### src/rtl/bf16_subtractor_seq.sv
// bf16_subtractor_seq: multi-cycle bf16 a - b with full post-cancellation normalization and RNE rounding
module bf16_subtractor_seq #(
  parameter int MAX_NORM_SHIFT = 11
) (
  input  logic        clk,
  input  logic        rst_n,
  input  logic        in_valid,
  output logic        in_ready,
  input  logic [15:0] a,
  input  logic [15:0] b,
  output logic        out_valid,
  input  logic        out_ready,
  output logic [15:0] diff,
  output logic        busy
);
  typedef enum logic [2:0] {IDLE, ALIGN, OP, NORM, ROUND, DONE} state_t;
  localparam logic [3:0] MAX_SH = 4'(MAX_NORM_SHIFT);
  state_t state_q, state_d;
  logic [15:0] a_q, a_d, b_q, b_d, diff_q, diff_d;
  logic [10:0] big_q, big_d, sml_q, sml_d;
  logic [8:0] exp_q, exp_d;
  logic sign_q, sign_d, sub_q, sub_d;
  logic [3:0] nsh_q, nsh_d;
  logic nb, a_inf, b_inf, a_zero, b_zero, a_big, special, inc;
  logic [8:0] ea, eb, ed, exp_r;
  logic [10:0] sa, sb, s_sml, mask, sml_al;
  logic [11:0] sum;
  logic [7:0] rnd;
  logic [15:0] spec_res, rnd_res;
  assign nb = ~b_q[15];
  assign ea = {1'b0, a_q[14:7]};
  assign eb = {1'b0, b_q[14:7]};
  assign a_inf = a_q[14:7] == 8'hFF;
  assign b_inf = b_q[14:7] == 8'hFF;
  assign a_zero = ea == 9'd0;
  assign b_zero = eb == 9'd0;
  assign special = a_inf | b_inf | a_zero | b_zero;
  assign spec_res = a_inf ? a_q : b_inf ? {nb, b_q[14:0]} :
                    a_zero ? (b_zero ? 16'h0000 : {nb, b_q[14:0]}) : a_q;
  assign a_big = a_q[14:0] >= b_q[14:0];
  assign sa = {1'b1, a_q[6:0], 3'b000};
  assign sb = {1'b1, b_q[6:0], 3'b000};
  assign s_sml = a_big ? sb : sa;
  assign ed = a_big ? ea - eb : eb - ea;
  // bits shifted past the sticky position collapse into S
  assign mask = ~(11'h7FF << ed);
  assign sml_al = ed >= 9'd11 ? 11'd1 : (s_sml >> ed) | {10'd0, |(s_sml & mask)};
  assign sum = sub_q ? {1'b0, big_q} - {1'b0, sml_q} : {1'b0, big_q} + {1'b0, sml_q};
  assign inc = big_q[2] & (big_q[1] | big_q[0] | big_q[3]);
  // an 8-bit wrap to zero means the mantissa overflowed into the next binade
  assign rnd = big_q[10:3] + {7'd0, inc};
  assign exp_r = exp_q + {8'd0, ~rnd[7]};
  assign rnd_res = exp_r >= 9'd255 ? {sign_q, 8'hFF, 7'd0} : {sign_q, exp_r[7:0], rnd[6:0]};
  assign in_ready = state_q == IDLE;
  assign busy = state_q != IDLE;
  assign out_valid = state_q == DONE;
  assign diff = diff_q;
  always_comb begin
    state_d = state_q;
    a_d = a_q;
    b_d = b_q;
    diff_d = diff_q;
    big_d = big_q;
    sml_d = sml_q;
    exp_d = exp_q;
    sign_d = sign_q;
    sub_d = sub_q;
    nsh_d = nsh_q;
    case (state_q)
      IDLE: if (in_valid) begin
        a_d = a;
        b_d = b;
        state_d = ALIGN;
      end
      ALIGN: begin
        state_d = special ? DONE : OP;
        diff_d = special ? spec_res : diff_q;
        big_d = a_big ? sa : sb;
        sml_d = sml_al;
        exp_d = a_big ? ea : eb;
        sign_d = a_big ? a_q[15] : nb;
        sub_d = a_q[15] != nb;
      end
      OP: begin
        nsh_d = 4'd0;
        if (sum == 12'd0) begin
          diff_d = 16'h0000;
          state_d = DONE;
        end else if (sum[11]) begin
          big_d = {sum[11:2], sum[1] | sum[0]};
          exp_d = exp_q + 9'd1;
          state_d = ROUND;
        end else begin
          big_d = sum[10:0];
          state_d = sum[10] ? ROUND : NORM;
        end
      end
      NORM: begin
        big_d = big_q << 1;
        exp_d = exp_q - 9'd1;
        nsh_d = nsh_q + 4'd1;
        if (exp_q <= 9'd1 || nsh_q >= MAX_SH) begin
          diff_d = 16'h0000;
          state_d = DONE;
        end else if (big_q[9]) state_d = ROUND;
      end
      ROUND: begin
        diff_d = rnd_res;
        state_d = DONE;
      end
      DONE: if (out_ready) state_d = IDLE;
      default: state_d = IDLE;
    endcase
  end
  always_ff @(posedge clk) begin
    if (!rst_n) begin
      state_q <= IDLE;
      a_q <= '0;
      b_q <= '0;
      diff_q <= '0;
      big_q <= '0;
      sml_q <= '0;
      exp_q <= '0;
      sign_q <= 1'b0;
      sub_q <= 1'b0;
      nsh_q <= '0;
    end else begin
      state_q <= state_d;
      a_q <= a_d;
      b_q <= b_d;
      diff_q <= diff_d;
      big_q <= big_d;
      sml_q <= sml_d;
      exp_q <= exp_d;
      sign_q <= sign_d;
      sub_q <= sub_d;
      nsh_q <= nsh_d;
    end
  end
endmodule

### config.mk
export PLATFORM = sky130hd
export DESIGN_NAME = bf16_subtractor_seq
export DESIGN_NICKNAME = d
export VERILOG_FILES = /design/src/rtl/bf16_subtractor_seq.sv
export SDC_FILE = /design/constraint.sdc
export NUM_CORES = 1
export LEC_CHECK = 0
export ABC_AREA = 1
export CAP_MARGIN = 15
export CORE_UTILIZATION = 30
export CTS_CLUSTER_SIZE = 12
export DETAILED_ROUTE_END_ITERATION = 8
export PLACE_DENSITY_LB_ADDON = 0.2
export SYNTH_ARGS = -nofsm -noshare
export SYNTH_HDL_FRONTEND = slang
export SYNTH_SLANG_ARGS = --single-unit
### constraint.sdc
create_clock -name clk -period 3.36 [get_ports clk]
set_input_delay 0.672 -clock clk [delete_from_list [all_inputs] [get_ports clk]]
set_output_delay 0.672 -clock clk [all_outputs]
set_load 0.02 [all_outputs]
==> flow_metrics.py <==
metrics = {
    "status": {
        "status": "finished, final reports clean",
    },
    "sta": {
        "max_freq_ghz": 0.317,
        "skew_ns": 0.0115,
        "fin_crit_sh": 0.939,
        "rsz0062_at_grt": "true",
        "drv_slew": 0,
        "setup_viol": 0,
        "relSlewSlack": 0.309,
        "period_needed_ns": 3.16,
        "worst_slew_pin_slew_ns": 1.03,
        "finalHoldViolations": 0,
    },
    "cells_and_area": {
        "antenna_cells": 0,
        "seq_area_mm2": 0.00176,
        "area_delta_synth_final_pct": 25.2,
        "post-route-util": 0.384,
        "fill_cells": 2613,
        "multi_input_area_mm2": 0.00495,
        "drive_above_1_share": 0.150,
        "fin_nets": 1301,
    },
    "cts": {
        "ctsHtreeMaxLevel": 3,
        "cts_sinks": 88,
        "clk_path_buf_depth": 2,
        "clkLatencyLatePin_ns": 0.35,
        "cts_buffers": 9,
        "cts_root_buf": "clkbuf_16",
        "cts_tree": "yes",
        "path_clk_slew_ns": 0.07,
    },
    "setup_path": {
        "cp-startpoint": "sml_q[0]",
        "startpoint_type": "flip-flop",
        "crit_required_ns": 3.57,
        "worst-path-max-fanout": 6,
        "r2r_end": "diff[3]",
        "end_kind": "flip-flop",
        "rr_worst_depth": 21,
        "r2r-start": "sml_q[0]",
        "rrSetupSlack_ns": 0.20,
        "worstPathArrival_ns": 3.37,
        "timing_worst_setup_path_type": "reg2reg",
    },
    "global_route": {
        "antenna_found_initial": 0,
        "track_usage": 0.192,
        "grt_pass1_wl_um": 37000,
        "grt_start_max_net_pins": 47,
        "grt_pass1_vias": 7036,
        "grt-ovfl-total": 0,
    },
    "die": {
        "ios": 55,
        "die_w_um": 157,
        "row_count": 56,
        "core-area_mm2": 0.0235,
        "start_util": 0.306,
        "fp.dieH_um": 157,
        "dieArea_mm2": 0.0247,
    },
    "yosys": {
        "synthCells": 1130,
        "syn_avg_cell_area_um2": 6.38,
        "async_flop_share": 0,
        "syn_area_mm2": 0.00721,
        "seq_area_frac_synth": 0.244,
        "yosys_warnings": 0,
        "synth_cell_type_count": 47,
        "syn-num-nets": 1212,
        "synth_edf_count": 0,
        "synth-seq-cells": 88,
        "synth_ff_type": "dfxtp_1",
    },
    "worst_hold_path": {
        "hold_depth": 2,
        "hp-class": "reg2reg",
        "hp-start": "diff[11]",
        "min_to": "diff[11]",
    },
    "routing": {
        "drc": 0,
        "first_pass_iters": 5,
        "viasPerCell": 5.00,
        "drtIter0Drc": 650,
        "vias": 7717,
        "drtAntennaViolNets": 0,
        "wl_per_cell_um": 15.4,
        "drt_wl_total_um": 23700,
    },
    "placement": {
        "port_buffers": 54,
        "hpwl_um": 18300,
        "gp_congestion": 0.893,
    },
    "job": {
        "drv_cap": 0,
    },
}
[layout make-up]
type	count	share of cell area
clock buffer	12	0.0262
clock inverter	4	0.00333
inverter	146	0.0614
multi-input combinational	848	0.548
sequential	88	0.195
tap	319	0.0442
timing repair buffer	125	0.121
timing repair inverter	1	0.000831
[state kept, by name (all words and copies together), names as in the netlist]
register / cells
a_q: 16
b_q: 16
diff: 16
big_q: 11
sml_q: 11
exp_q: 9
nsh_q: 4
state_q: 3
sign_q: 1
sub_q: 1
[worst max-delay path: stages (launching register included)]
cell     delay [ns]
dfxtp_2        0.33
inv_2          0.06
ha_4           0.12
inv_2          0.03
nor2_2         0.10
inv_2          0.07
o21ai_2        0.13
xnor2_1        0.12
inv_1          0.08
ha_4           0.30
nand2_2        0.09
nor3_4         0.21
a21o_1         0.15
nand3_1        0.09
nand2_2        0.10
xor2_2         0.17
nand4_1        0.22
o21ai_4        0.28
nand2_2        0.11
buf_6          0.15
nand2_1        0.05
a21oi_1        0.05
[metal layers]
metal / share of wire / vias to the layer above / GRT usage
li1: - / 3982 / -
met1: 0.50 / 3536 / 0.276
met2: 0.44 / 184 / 0.301
met3: 0.044 / 15 / 0.0245
met4: 0.011 / 0 / 0.0472
met5: 0 / - / 0
[synthesized netlist by cell type, types with 2 or more instances]
master	count	area [um^2]
nand2_1	211	792
inv_1	135	507
a21oi_1	119	596
o21ai_0	110	551
nor2_1	91	342
nand3_1	90	450
dfxtp_1	88	1760
ha_1	43	538
clkbuf_1	28	105
xor2_1	27	236
nand4_1	22	138
o211ai_1	20	150
nor3_1	16	80.1
inv_2	11	41.3
buf_2	10	50.1
nor2_2	10	62.6
o21ai_1	10	50.1
nand2_2	8	50.1
o21ai_2	8	70.1
xnor2_1	8	70.1
buf_6	6	67.6
o221ai_1	6	52.6
a31oi_1	5	31.3
a22oi_1	4	30.0
a41oi_1	4	35.0
buf_4	4	30.0
nor4_1	4	25.0
o21a_1	4	30.0
fa_1	3	60.1
o21bai_1	3	22.5
or2_2	3	18.8
nand3_2	2	20.0
o22ai_1	2	12.5
or2_1	2	12.5
[cell families after synthesis]
group	count (synthesis)	synth area share
flip-flops	88	0.244
XOR/XNOR	35	0.0425
AND/OR/NAND/NOR	463	0.283
adder cells (fa/ha/maj)	46	0.0829
AO/OA/AOI/OAI	303	0.236
buffers and inverters	195	0.112
[cells in the final DEF, fill, tap and decap left out, drive strengths merged, types with 12 or more instances in the layout]
cell type / instances
nand4: 22
inv: 146
ha: 43
nand2: 221
nand3: 93
clkdlybuf4s50: 53
nor2: 102
clkbuf: 12
o211ai: 20
nor3: 16
xor2: 27
buf: 72
a21oi: 120
o21ai: 128
dfxtp: 88
[stage by stage]
step	setup TNS, ns	hold slack, ns	instance area [um^2]	worst slack, ns	instances
6_report	0	0.458	9030	0.205	1543
5_1_grt	-0.631	0.480	9030	-0.0651	1543
4_1_cts	0	0.463	8640	0.0344	1533
3_5_place_dp	0	0.452	8370	0.00966	1517
3_3_place_gp	0	0.450	8370	0.0332	1517
2_1_floorplan	0	0.430	7210	0.342	1130
[worst max path at each step]
stage | to | slack, ns | cells past startpoint
5_1_grt | diff[0] | -0.07 | 19
6_report | diff[3] | 0.20 | 21
3_3_place_gp | diff[8] | 0.03 | 21
3_5_place_dp | diff[3] | 0.01 | 20
2_1_floorplan | diff[1] | 0.34 | 20
4_1_cts | big_q[9] | 0.03 | 23
[what timing repair did]
item	CTS	global route
endpoints found under the hold margin	0	0
endpoints found under the setup margin	1	39
hold buffers	0	0
pin swaps	0	31
buffers inserted	0	5
cloned	0	5
resized for setup	2	87
Power is not shown: default switching activity piles up to over one toggle a cycle in this logic, so the estimate is an artifact.
